`config.mk`:
```
export PLATFORM = sky130hd
export DESIGN_NAME = accum_out_collector_flat
export DESIGN_NICKNAME = d
export VERILOG_FILES = /design/src/rtl/accum_out_collector_if.sv /design/src/rtl/accum_out_collector.sv /design/src/flat_wrapper.sv
export SDC_FILE = /design/constraint.sdc
export NUM_CORES = 1
export LEC_CHECK = 0
export ABC_CLOCK_PERIOD_IN_PS = 35900
export CORE_ASPECT_RATIO = 1.2
export CORE_UTILIZATION = 55
export DETAILED_ROUTE_END_ITERATION = 8
export PLACE_DENSITY = 0.75
export SYNTH_ARGS = -nofsm -noshare
export SYNTH_HDL_FRONTEND = slang
export SYNTH_SLANG_ARGS = --single-unit
```
`constraint.sdc`:
```
create_clock -name clk -period 35.9 [get_ports clk]
set_input_delay 10.77 -clock clk [delete_from_list [all_inputs] [get_ports clk]]
set_output_delay 10.77 -clock clk [all_outputs]
set_load 0.1 [all_outputs]
```
`src/rtl/accum_out_collector_if.sv`:
```
// Stream bundle between the accumulator output path and the ofmap buffer.
// It carries the deskewed row input and the valid/ready row output.
// master: the collector side, which takes rows in and drives the ofmap stream.
// slave:  the surrounding logic, which feeds rows and consumes the ofmap stream.
interface accum_out_collector_if #(
    parameter int OC0 = 4
);
    logic                 accum_out_valid;
    logic [32*OC0-1:0]    accum_out_chained;
    logic                 ofmap_valid;
    logic                 ofmap_ready;
    logic [32*OC0-1:0]    ofmap_data;
    logic                 ofmap_last;

    modport master (
        input  accum_out_valid,
        input  accum_out_chained,
        input  ofmap_ready,
        output ofmap_valid,
        output ofmap_data,
        output ofmap_last
    );

    modport slave (
        output accum_out_valid,
        output accum_out_chained,
        output ofmap_ready,
        input  ofmap_valid,
        input  ofmap_data,
        input  ofmap_last
    );
endinterface

```
`src/rtl/accum_out_collector.sv`:
```
// accum_out_collector: consumer end of the mac_more accumulator output.
// Deskewed rows are captured into a registered output FIFO and framed as a
// tile of num_rows rows. The last row of the tile is tagged in the FIFO so
// that done can fire when it leaves. stall warns the array controller early
// enough that rows already in flight still fit.
// Optional build macro ACCUM_OUT_RELU_EN: clamps each signed 32-bit lane to
// zero when negative, on the way into the FIFO. Without it, lanes are stored
// bit-exact.
module accum_out_collector #(
    parameter int OC0         = 4,
    parameter int DEPTH       = 8,
    parameter int STALL_SLACK = 2,
    parameter int ROW_CNT_W   = 16
) (
    input  logic                  clk,
    input  logic                  rst_n,
    input  logic                  en,
    input  logic                  start,
    input  logic [ROW_CNT_W-1:0]  num_rows,
    output logic                  stall,
    output logic                  busy,
    output logic                  done,
    output logic                  overflow,
    accum_out_collector_if.master bus
);

    localparam int DW    = 32 * OC0;
    localparam int PTR_W = $clog2(DEPTH);
    localparam int CNT_W = PTR_W + 1;
    localparam logic [CNT_W-1:0] FULL_CNT = CNT_W'(DEPTH);
    localparam logic [CNT_W-1:0] STALL_TH = CNT_W'(DEPTH - STALL_SLACK);

    typedef enum logic [1:0] {
        IDLE    = 2'd0,
        COLLECT = 2'd1,
        DRAIN   = 2'd2
    } state_t;

    state_t state;
    state_t state_next;

    // Each FIFO entry is {last, row}.
    logic [DW:0]            mem [DEPTH];
    logic [PTR_W-1:0]       wr_ptr;
    logic [PTR_W-1:0]       rd_ptr;
    logic [CNT_W-1:0]       count;

    logic [ROW_CNT_W-1:0]   row_cnt;
    logic [ROW_CNT_W-1:0]   rows_q;
    logic                   done_q;
    logic                   overflow_q;

    logic                   push_req;
    logic                   push;
    logic                   pop;
    logic                   full;
    logic                   fifo_valid;
    logic                   row_last;
    logic                   stray;
    logic                   done_set;
    logic                   overflow_set;
    logic [DW:0]            head;
    logic [DW-1:0]          row_in;

`ifdef ACCUM_OUT_RELU_EN
    // Clamp each lane independently to zero when its sign bit is set.
    always_comb begin
        row_in = bus.accum_out_chained;
        for (int i = 0; i < OC0; i++) begin
            if (bus.accum_out_chained[32*i+31]) begin
                row_in[32*i +: 32] = '0;
            end
        end
    end
`else
    assign row_in = bus.accum_out_chained;
`endif

    assign full       = (count == FULL_CNT);
    assign fifo_valid = (count != '0);
    assign pop        = fifo_valid && bus.ofmap_ready;
    assign head       = mem[rd_ptr];
    assign row_last   = (row_cnt == (rows_q - ROW_CNT_W'(1)));

    // A full FIFO still takes a row if the head leaves in the same cycle.
    assign push         = push_req && (!full || pop);
    assign overflow_set = stray || (push_req && full && !pop);

    assign bus.ofmap_valid = fifo_valid;
    assign bus.ofmap_data  = fifo_valid ? head[DW-1:0] : '0;
    assign bus.ofmap_last  = fifo_valid && head[DW];
    assign stall           = (count >= STALL_TH);
    assign busy            = (state != IDLE);
    assign done            = done_q;
    assign overflow        = overflow_q;

    // Tile state register.
    always_ff @(posedge clk) begin
        if (!rst_n) begin
            state <= IDLE;
        end else begin
            state <= state_next;
        end
    end

    // Next-state logic, push request, stray detection and done request.
    always_comb begin
        state_next = state;
        push_req   = 1'b0;
        stray      = 1'b0;
        done_set   = 1'b0;
        case (state)
            IDLE: begin
                stray = bus.accum_out_valid;
                if (start) begin
                    if (num_rows == '0) begin
                        done_set = 1'b1;
                    end else begin
                        state_next = COLLECT;
                    end
                end
            end
            COLLECT: begin
                push_req = bus.accum_out_valid && en;
                if (push_req && row_last) begin
                    state_next = DRAIN;
                end
            end
            DRAIN: begin
                stray = bus.accum_out_valid;
                if (pop && head[DW]) begin
                    done_set   = 1'b1;
                    state_next = IDLE;
                end
            end
            default: begin
                state_next = IDLE;
            end
        endcase
    end

    // FIFO pointers and occupancy; pointers wrap naturally at DEPTH.
    always_ff @(posedge clk) begin
        if (!rst_n) begin
            wr_ptr <= '0;
            rd_ptr <= '0;
            count  <= '0;
        end else begin
            if (push) begin
                wr_ptr <= wr_ptr + PTR_W'(1);
            end
            if (pop) begin
                rd_ptr <= rd_ptr + PTR_W'(1);
            end
            if (push && !pop) begin
                count <= count + CNT_W'(1);
            end else if (pop && !push) begin
                count <= count - CNT_W'(1);
            end
        end
    end

    // FIFO storage; entries are only ever read while count says they are valid.
    always_ff @(posedge clk) begin
        if (push) begin
            mem[wr_ptr] <= {row_last, row_in};
        end
    end

    // Tile framing, done pulse and sticky overflow.
    always_ff @(posedge clk) begin
        if (!rst_n) begin
            row_cnt    <= '0;
            rows_q     <= '0;
            done_q     <= 1'b0;
            overflow_q <= 1'b0;
        end else begin
            if (state == IDLE && start) begin
                rows_q <= num_rows;
            end
            if (push_req) begin
                row_cnt <= row_last ? '0 : row_cnt + ROW_CNT_W'(1);
            end
            done_q <= done_set;
            if (overflow_set) begin
                overflow_q <= 1'b1;
            end
        end
    end

endmodule
```
`src/flat_wrapper.sv`:
```
// flat-port wrapper written by rule: the top's interface ports become plain ports
module accum_out_collector_flat 
#(
    parameter int OC0         = 4,
    parameter int DEPTH       = 8,
    parameter int STALL_SLACK = 2,
    parameter int ROW_CNT_W   = 16
)
  (clk, rst_n, en, start, num_rows, stall, busy, done, overflow, bus_accum_out_valid, bus_accum_out_chained, bus_ofmap_ready, bus_ofmap_valid, bus_ofmap_data, bus_ofmap_last);
  accum_out_collector_if #(.OC0(OC0)) bus_i ();
  input  logic clk;
  input  logic rst_n;
  input  logic en;
  input  logic start;
  input  logic [ROW_CNT_W-1:0] num_rows;
  output logic stall;
  output logic busy;
  output logic done;
  output logic overflow;
  input wire logic [$bits(bus_i.accum_out_valid)-1:0] bus_accum_out_valid;
  input wire logic [$bits(bus_i.accum_out_chained)-1:0] bus_accum_out_chained;
  input wire logic [$bits(bus_i.ofmap_ready)-1:0] bus_ofmap_ready;
  output wire logic [$bits(bus_i.ofmap_valid)-1:0] bus_ofmap_valid;
  output wire logic [$bits(bus_i.ofmap_data)-1:0] bus_ofmap_data;
  output wire logic [$bits(bus_i.ofmap_last)-1:0] bus_ofmap_last;
  assign bus_i.accum_out_valid = bus_accum_out_valid;
  assign bus_i.accum_out_chained = bus_accum_out_chained;
  assign bus_i.ofmap_ready = bus_ofmap_ready;
  assign bus_ofmap_valid = bus_i.ofmap_valid;
  assign bus_ofmap_data = bus_i.ofmap_data;
  assign bus_ofmap_last = bus_i.ofmap_last;
  accum_out_collector #(.OC0(OC0), .DEPTH(DEPTH), .STALL_SLACK(STALL_SLACK), .ROW_CNT_W(ROW_CNT_W)) u_core (.clk(clk), .rst_n(rst_n), .en(en), .start(start), .num_rows(num_rows), .stall(stall), .busy(busy), .done(done), .overflow(overflow), .bus(bus_i));
endmodule
```
==> results of run 1 <==
## report_power, final
part	internal [mW]	leakage, nW	switching, mW
Combinational	0.390	3.65	1.01
Clock	0.612	1.61	0.456
Sequential	1.39	9.70	0.0188
Total	2.39	15.0	1.49
## state kept, by name, indices dropped and copies added (netlist names), named ones only
signal	flops
u_core.rows_q	16
u_core.wr_ptr	3
u_core.overflow	1
u_core.state	2
u_core.mem	1032
u_core.done	1
u_core.row_cnt	16
u_core.rd_ptr	3
u_core.count	4
## area by class of cell
type	count	area (um2)
Sequential cell	1081	32000
Inverter	7	26.3
Clock inverter	69	732
Tap cell	1008	1260
Multi-Input combinational cell	784	9410
Timing Repair Buffer	318	3100
Antenna cell	9	22.5
Fill cell	4809	25900
Clock buffer	117	2590
## how the worst min path moves through the flow
stage	to	slack [ns]	cells after the start
5_1_grt	u_core.overflow	0.50	1
3_5_place_dp	u_core.overflow	0.47	1
2_1_floorplan	u_core.rows_q[15]	0.46	2
6_report	u_core.overflow	0.48	1
3_3_place_gp	u_core.overflow	0.47	1
4_1_cts	u_core.overflow	0.49	1
## through the flow
stage	power [mW]	cell area (um2)	hold WS, ns	instances	util [%]
final	3.88	49100	0.485	3393	65.5
after global routing	4.00	49100	0.503	3391	65.5
after floorplan	2.51	41800	0.457	1976	-
after detailed placement	2.85	45800	0.474	3198	61.0
after global placement	2.84	45800	0.468	3198	61.0
after CTS	3.91	49100	0.488	3384	65.5
## cell usage in the layout, fill, tap and decap left out, types with 16 or more instances in the layout
master           Yosys  final
xnor2_1             27     27
clkinv_1             0     24
dfxtp_1             49     46
mux2i_1            131    131
clkinv_2             0     17
edfxtp_1          1032   1032
a21boi_0            22     22
buf_4                0     35
clkbuf_16            0    101
clkdlybuf4s50_1      0    283
nor2_1             152    146
clkbuf_1            65     16
nand2_1             56     56
mux4_2             258    258
nor3b_1             18     18
## logic make-up (layout without fill, tap and decap cells)
kind of cell / after synthesis / count (layout) / synth area share, %
AO/OA/AOI/OAI: 50 / 50 / 0.866
XOR/XNOR: 42 / 42 / 0.881
adder cells (fa/ha/maj): 8 / 8 / 0.258
buffers and inverters: 111 / 511 / 1.04
flip-flops: 1081 / 1081 / 76.6
multiplexers: 389 / 389 / 17.1
other: 0 / 9 / 0
AND/OR/NAND/NOR: 295 / 295 / 3.34
## metal layers
layer  vias up  track usage (%)
met5         -                0
met4        10             8.46
met3       143             4.62
met2       581             39.7
met1     10510             29.3
li1       8734                -
## worst max-delay path, delay by kind of cell (launching register included)
family,cells,cell delay (ns)
buffers and inverters,4,3.53
muxes,2,0.82
and+or+nand+nor,1,0.07
DFF,1,0.62
==> impl_metrics.ini, run 1 <==
[status]
status = finished clean

[floorplan]
die_y_um = 304
core_mm2 = 0.0750
start_util_pct = 55.7
die_w_um = 254
design.die.area_mm2 = 0.0770
core.rowCount = 110
ios = 284

[sta]
slew_headroom_pct = 23.3
worstMarginPinSlew_ns = 1.15
rsz0062_at_grt = false
finalCritPeriodShare_pct = 46.4
hold_viol = 0
finalSetupViolCount = 0
maxSlewViolCount = 0
setup_slack_ns = 19.24
fmax_mhz = 60.0
skew_ns = 0.0173
fin_crit_ns = 16.66
tns_ns = 0

[worst_setup_path]
critPathLaunchType = register
r2r_slack_ns = 31.74
crit_fanout = 51
critPathMaxStageDelay_ns = 1.00
path_class = register to output pin
cp-end-kind = output pin
crit_top_cell = buf_4
worstRegToRegCells = 7
path_cells = buf_4 -> buf_4 -> buf_4 -> mux4_2 -> mux2i_1 -> nor2_1 -> clkdlybuf4s50_1
crit_slowest_cell = clkdlybuf4s50_1
worstReg2RegEnd = u_core.mem[1][108]
crit_end = bus_ofmap_data[98]
cp.arrival_ns = 5.89
rr_startpoint = u_core.state[0]
required_ns = 25.13

[clocking]
cts_root_buf = clkbuf_16
htree_num_levels = 3
clock_latency_ns = 0.68
clock-sinks = 1081
postCtsSetupBuffers = 0
clk_pin_slew_ns = 0.06
tritoncts = yes
cts.path.max_buffers = 3
holdBufCountCts = 0
numCtsBuffers = 101
post_cts_resized = 0

[place]
gp_congestion = 0.763
pre_cts_slack_ns = 19.77
port_buffers = 283
dp_hpwl_um = 48100

[job]
cap_viol_max_count = 0

[drt]
wl_met2_um = 45500
finalWirelength_um = 86800
via_per_inst = 5.89
routed.top_layer = met5
drc = 0
dr_wl_met3_um = 4900
wl_per_cell_um = 25.6
drtIter0Drc = 1390
wl_met1_um = 34000
dr_total_vias = 19978
postRouteAntennaNets = 0
dr.pass1.iters = 5

[yosys]
ys_top_cells_by_area = edfxtp_1 (74%), mux4_2 (14%), mux2i_1 (3.1%)
synth_cells = 1976
async_reset_ff_share_pct = 0
ys_seq_area_share_pct = 76.6
yosysTopAreaCellShare_pct = 74.2
synth_nets = 2134
synth_edf_count = 1032
syn_avg_cell_area_um2 = 21.1
synth_largest_area_cell = edfxtp_1
yosysWarnings = 0
ys_ff_latch = 1081
synth.most_common_cell = edfxtp_1
ys.flop_type = edfxtp_1
netlist_top_cells_count = edfxtp_1 (1,032), mux4_2 (258), nor2_1 (152)
syn_area_mm2 = 0.0418
ys_types = 53

[global_route]
grt_max_degree = 74
grt_use_total_pct = 23.2
grt_pass1_wl_um = 131000
grt_pass1_vias = 21492
antenna_found_initial = 13
gr-total-overflow = 0

[cells_and_area]
drive_gt1_share_pct = 19.4
syn_to_final_growth_pct = 17.6
fin_nets = 2451

[pwr]
power_leakage_nw = 15.0
power_density_mw_per_mm2 = 79.0
ir_worst_vdd_v = 0.000106

[hold_path]
worstHoldStart = u_core.overflow
hold_class = register to register
Note: power is estimated with default switching activity, not from simulation.
==> inputs of run 2 (changes only) <==
--- a/config.mk
+++ b/config.mk
@@ -5,11 +5,11 @@
 export SDC_FILE = /design/constraint.sdc
 export NUM_CORES = 1
 export LEC_CHECK = 0
-export ABC_CLOCK_PERIOD_IN_PS = 35900
+export ABC_CLOCK_PERIOD_IN_PS = 14950
 export CORE_ASPECT_RATIO = 1.2
-export CORE_UTILIZATION = 55
+export CORE_UTILIZATION = 53
 export DETAILED_ROUTE_END_ITERATION = 8
-export PLACE_DENSITY = 0.75
+export PLACE_DENSITY = 0.76
 export SYNTH_ARGS = -nofsm -noshare
 export SYNTH_HDL_FRONTEND = slang
 export SYNTH_SLANG_ARGS = --single-unit
==> constraint.sdc (replaced) <==
create_clock -name clk -period 14.95 [get_ports clk]
set_input_delay 4.485 -clock clk [delete_from_list [all_inputs] [get_ports clk]]
set_output_delay 4.485 -clock clk [all_outputs]
set_load 0.1 [all_outputs]
==> impl_metrics.ini, run 2 (synthesis results as in run 1) <==
[global_route]
antenna_found_initial = 6
grt_pass1_vias = 21603
grt_max_degree = 119
grt_pass1_wl_um = 130000
gr-total-overflow = 0
grt_use_total_pct = 22.0

[sta]
rsz0062_at_grt = false
slew_headroom_pct = 24.7
worstMarginPinSlew_ns = 1.13
maxSlewViolCount = 0
tns_ns = 0
fmax_mhz = 102
hold_viol = 0
hold_ws_ns = 0.482
fin_crit_ns = 9.78
skew_ns = 0.0236
finalSetupViolCount = 0
finalCritPeriodShare_pct = 65.4

[cells_and_area]
syn_to_final_growth_pct = 17.9
layout_commonest_cell = edfxtp_1
regArea_mm2 = 0.0320
top_regs = u_core.mem x1032, u_core.row_cnt x16, u_core.rows_q x16
final_core_util_pct = 63.2
multi_input_area_mm2 = 0.00941
drive_gt1_share_pct = 20.2
final_cell_mix = edfxtp_1 (1,032), clkdlybuf4s50_1 (283), mux4_2 (258)
fill_cells = 5243
postLayoutCellArea_mm2 = 0.0492
fin_nets = 2454
largest_reg_flops = 1032
regMostFlops = u_core.mem

[floorplan]
die_w_um = 258
design.die.area_mm2 = 0.0799
ios = 284
core_mm2 = 0.0779
core.rowCount = 112
die_y_um = 309
start_util_pct = 53.6

[clocking]
postCtsSetupBuffers = 0
htree_num_levels = 3
holdBufCountCts = 0
post_cts_resized = 0
clock_latency_ns = 0.67
cts.path.max_buffers = 3
numCtsBuffers = 103
tritoncts = yes
clock-sinks = 1081
clk_pin_slew_ns = 0.06
cts_root_buf = clkbuf_16

[worst_setup_path]
cp.arrival_ns = 5.29
crit_fanout = 74
worst-path-buf-inv = 3
critPathLaunchType = register
cp-end-kind = output pin
path_cells = buf_4 -> buf_4 -> mux4_2 -> mux2i_1 -> nor2_1 -> clkdlybuf4s50_1
critPathMaxStageDelay_ns = 1.18
required_ns = 10.47
crit_top_cell = buf_4
crit_slowest_cell = clkdlybuf4s50_1
path_class = register to output pin
crit_family = buffers and inverters

[pwr]
power_leakage_nw = 15.0
p_seq_share_pct = 36.2
combinationalPowerShare_pct = 36.1
power_density_mw_per_mm2 = 189
p_sw_mw = 3.56
total_power_mw = 9.32
clkPwrFrac_pct = 27.7
power.internal_mw = 5.76
swShare_pct = 38.2
ir_worst_vdd_v = 0.000203

[place]
dp_hpwl_um = 46600
place_area_mm2 = 0.0458
port_buffers = 283
gp_congestion = 0.750

[job]
cap_viol_max_count = 0

[drt]
finalWirelength_um = 86600
wl_per_cell_um = 25.4
drc = 0
dr_total_vias = 20079
drtIter0Drc = 1428
postRouteAntennaNets = 0
dr.pass1.iters = 5
via_per_inst = 5.89

[status]
status = finished clean

[hold_path]
hold_class = register to register
## run 2: cell types whose count changed in the layout (fill, tap and decap cells not counted), sizes merged
cell | previous run | this run
bufinv | 13 | 11
clkinvlp | 5 | 13
clkbuf | 117 | 119
clkinv | 47 | 44
buf | 35 | 36
diode | 9 | 2
## run 2: power by group through the flow
stage,sequential [mW],clock [mW],combinational [mW]
2_1_floorplan,3.42,0,2.60
3_5_place_dp,3.44,0,3.39
6_report,3.37,2.58,3.36
5_1_grt,3.38,2.74,3.49
4_1_cts,3.38,2.63,3.40
3_3_place_gp,3.44,0,3.37
## run 2: layout make-up
class / count / area share, %
multi-input combinational: 784 / 19.1
antenna: 2 / 0.0102
clock buffer: 119 / 5.44
clock inverter: 72 / 1.42
timing repair buffer: 319 / 6.36
tap: 1026 / 2.61
sequential: 1081 / 65.0
inverter: 7 / 0.0534
## run 2: metrics by stage
stage / std cells / setup slack, ns
5_1_grt: 3409 / 4.97
4_1_cts: 3408 / 5.11
3_3_place_gp: 3217 / 5.88
6_report: 3410 / 5.17
2_1_floorplan: 1976 / 0.165
3_5_place_dp: 3217 / 5.83
## run 2: path summary, 6_finish.rpt
check / from / to / slack (ns) / cells past startpoint
hold reg to reg: u_core.overflow / u_core.overflow / 0.48 / 1
setup reg to reg: u_core.state[0] / u_core.mem[3][53] / 10.96 / 7
setup / recovery: register / bus_ofmap_data[100] / 5.17 / 6
hold / removal: u_core.overflow / u_core.overflow / 0.48 / 1
## run 2: per-layer routing
layer / part of all wire (%) / track usage, % / vias to the layer above / routed length (um)
met5: 0.077 / 0 / - / 67
met4: 1.8 / 6.74 / 10 / 1580
met3: 5.0 / 3.63 / 106 / 4360
met2: 53 / 38.6 / 563 / 46000
met1: 40 / 28.2 / 10670 / 34600
li1: - / - / 8730 / -
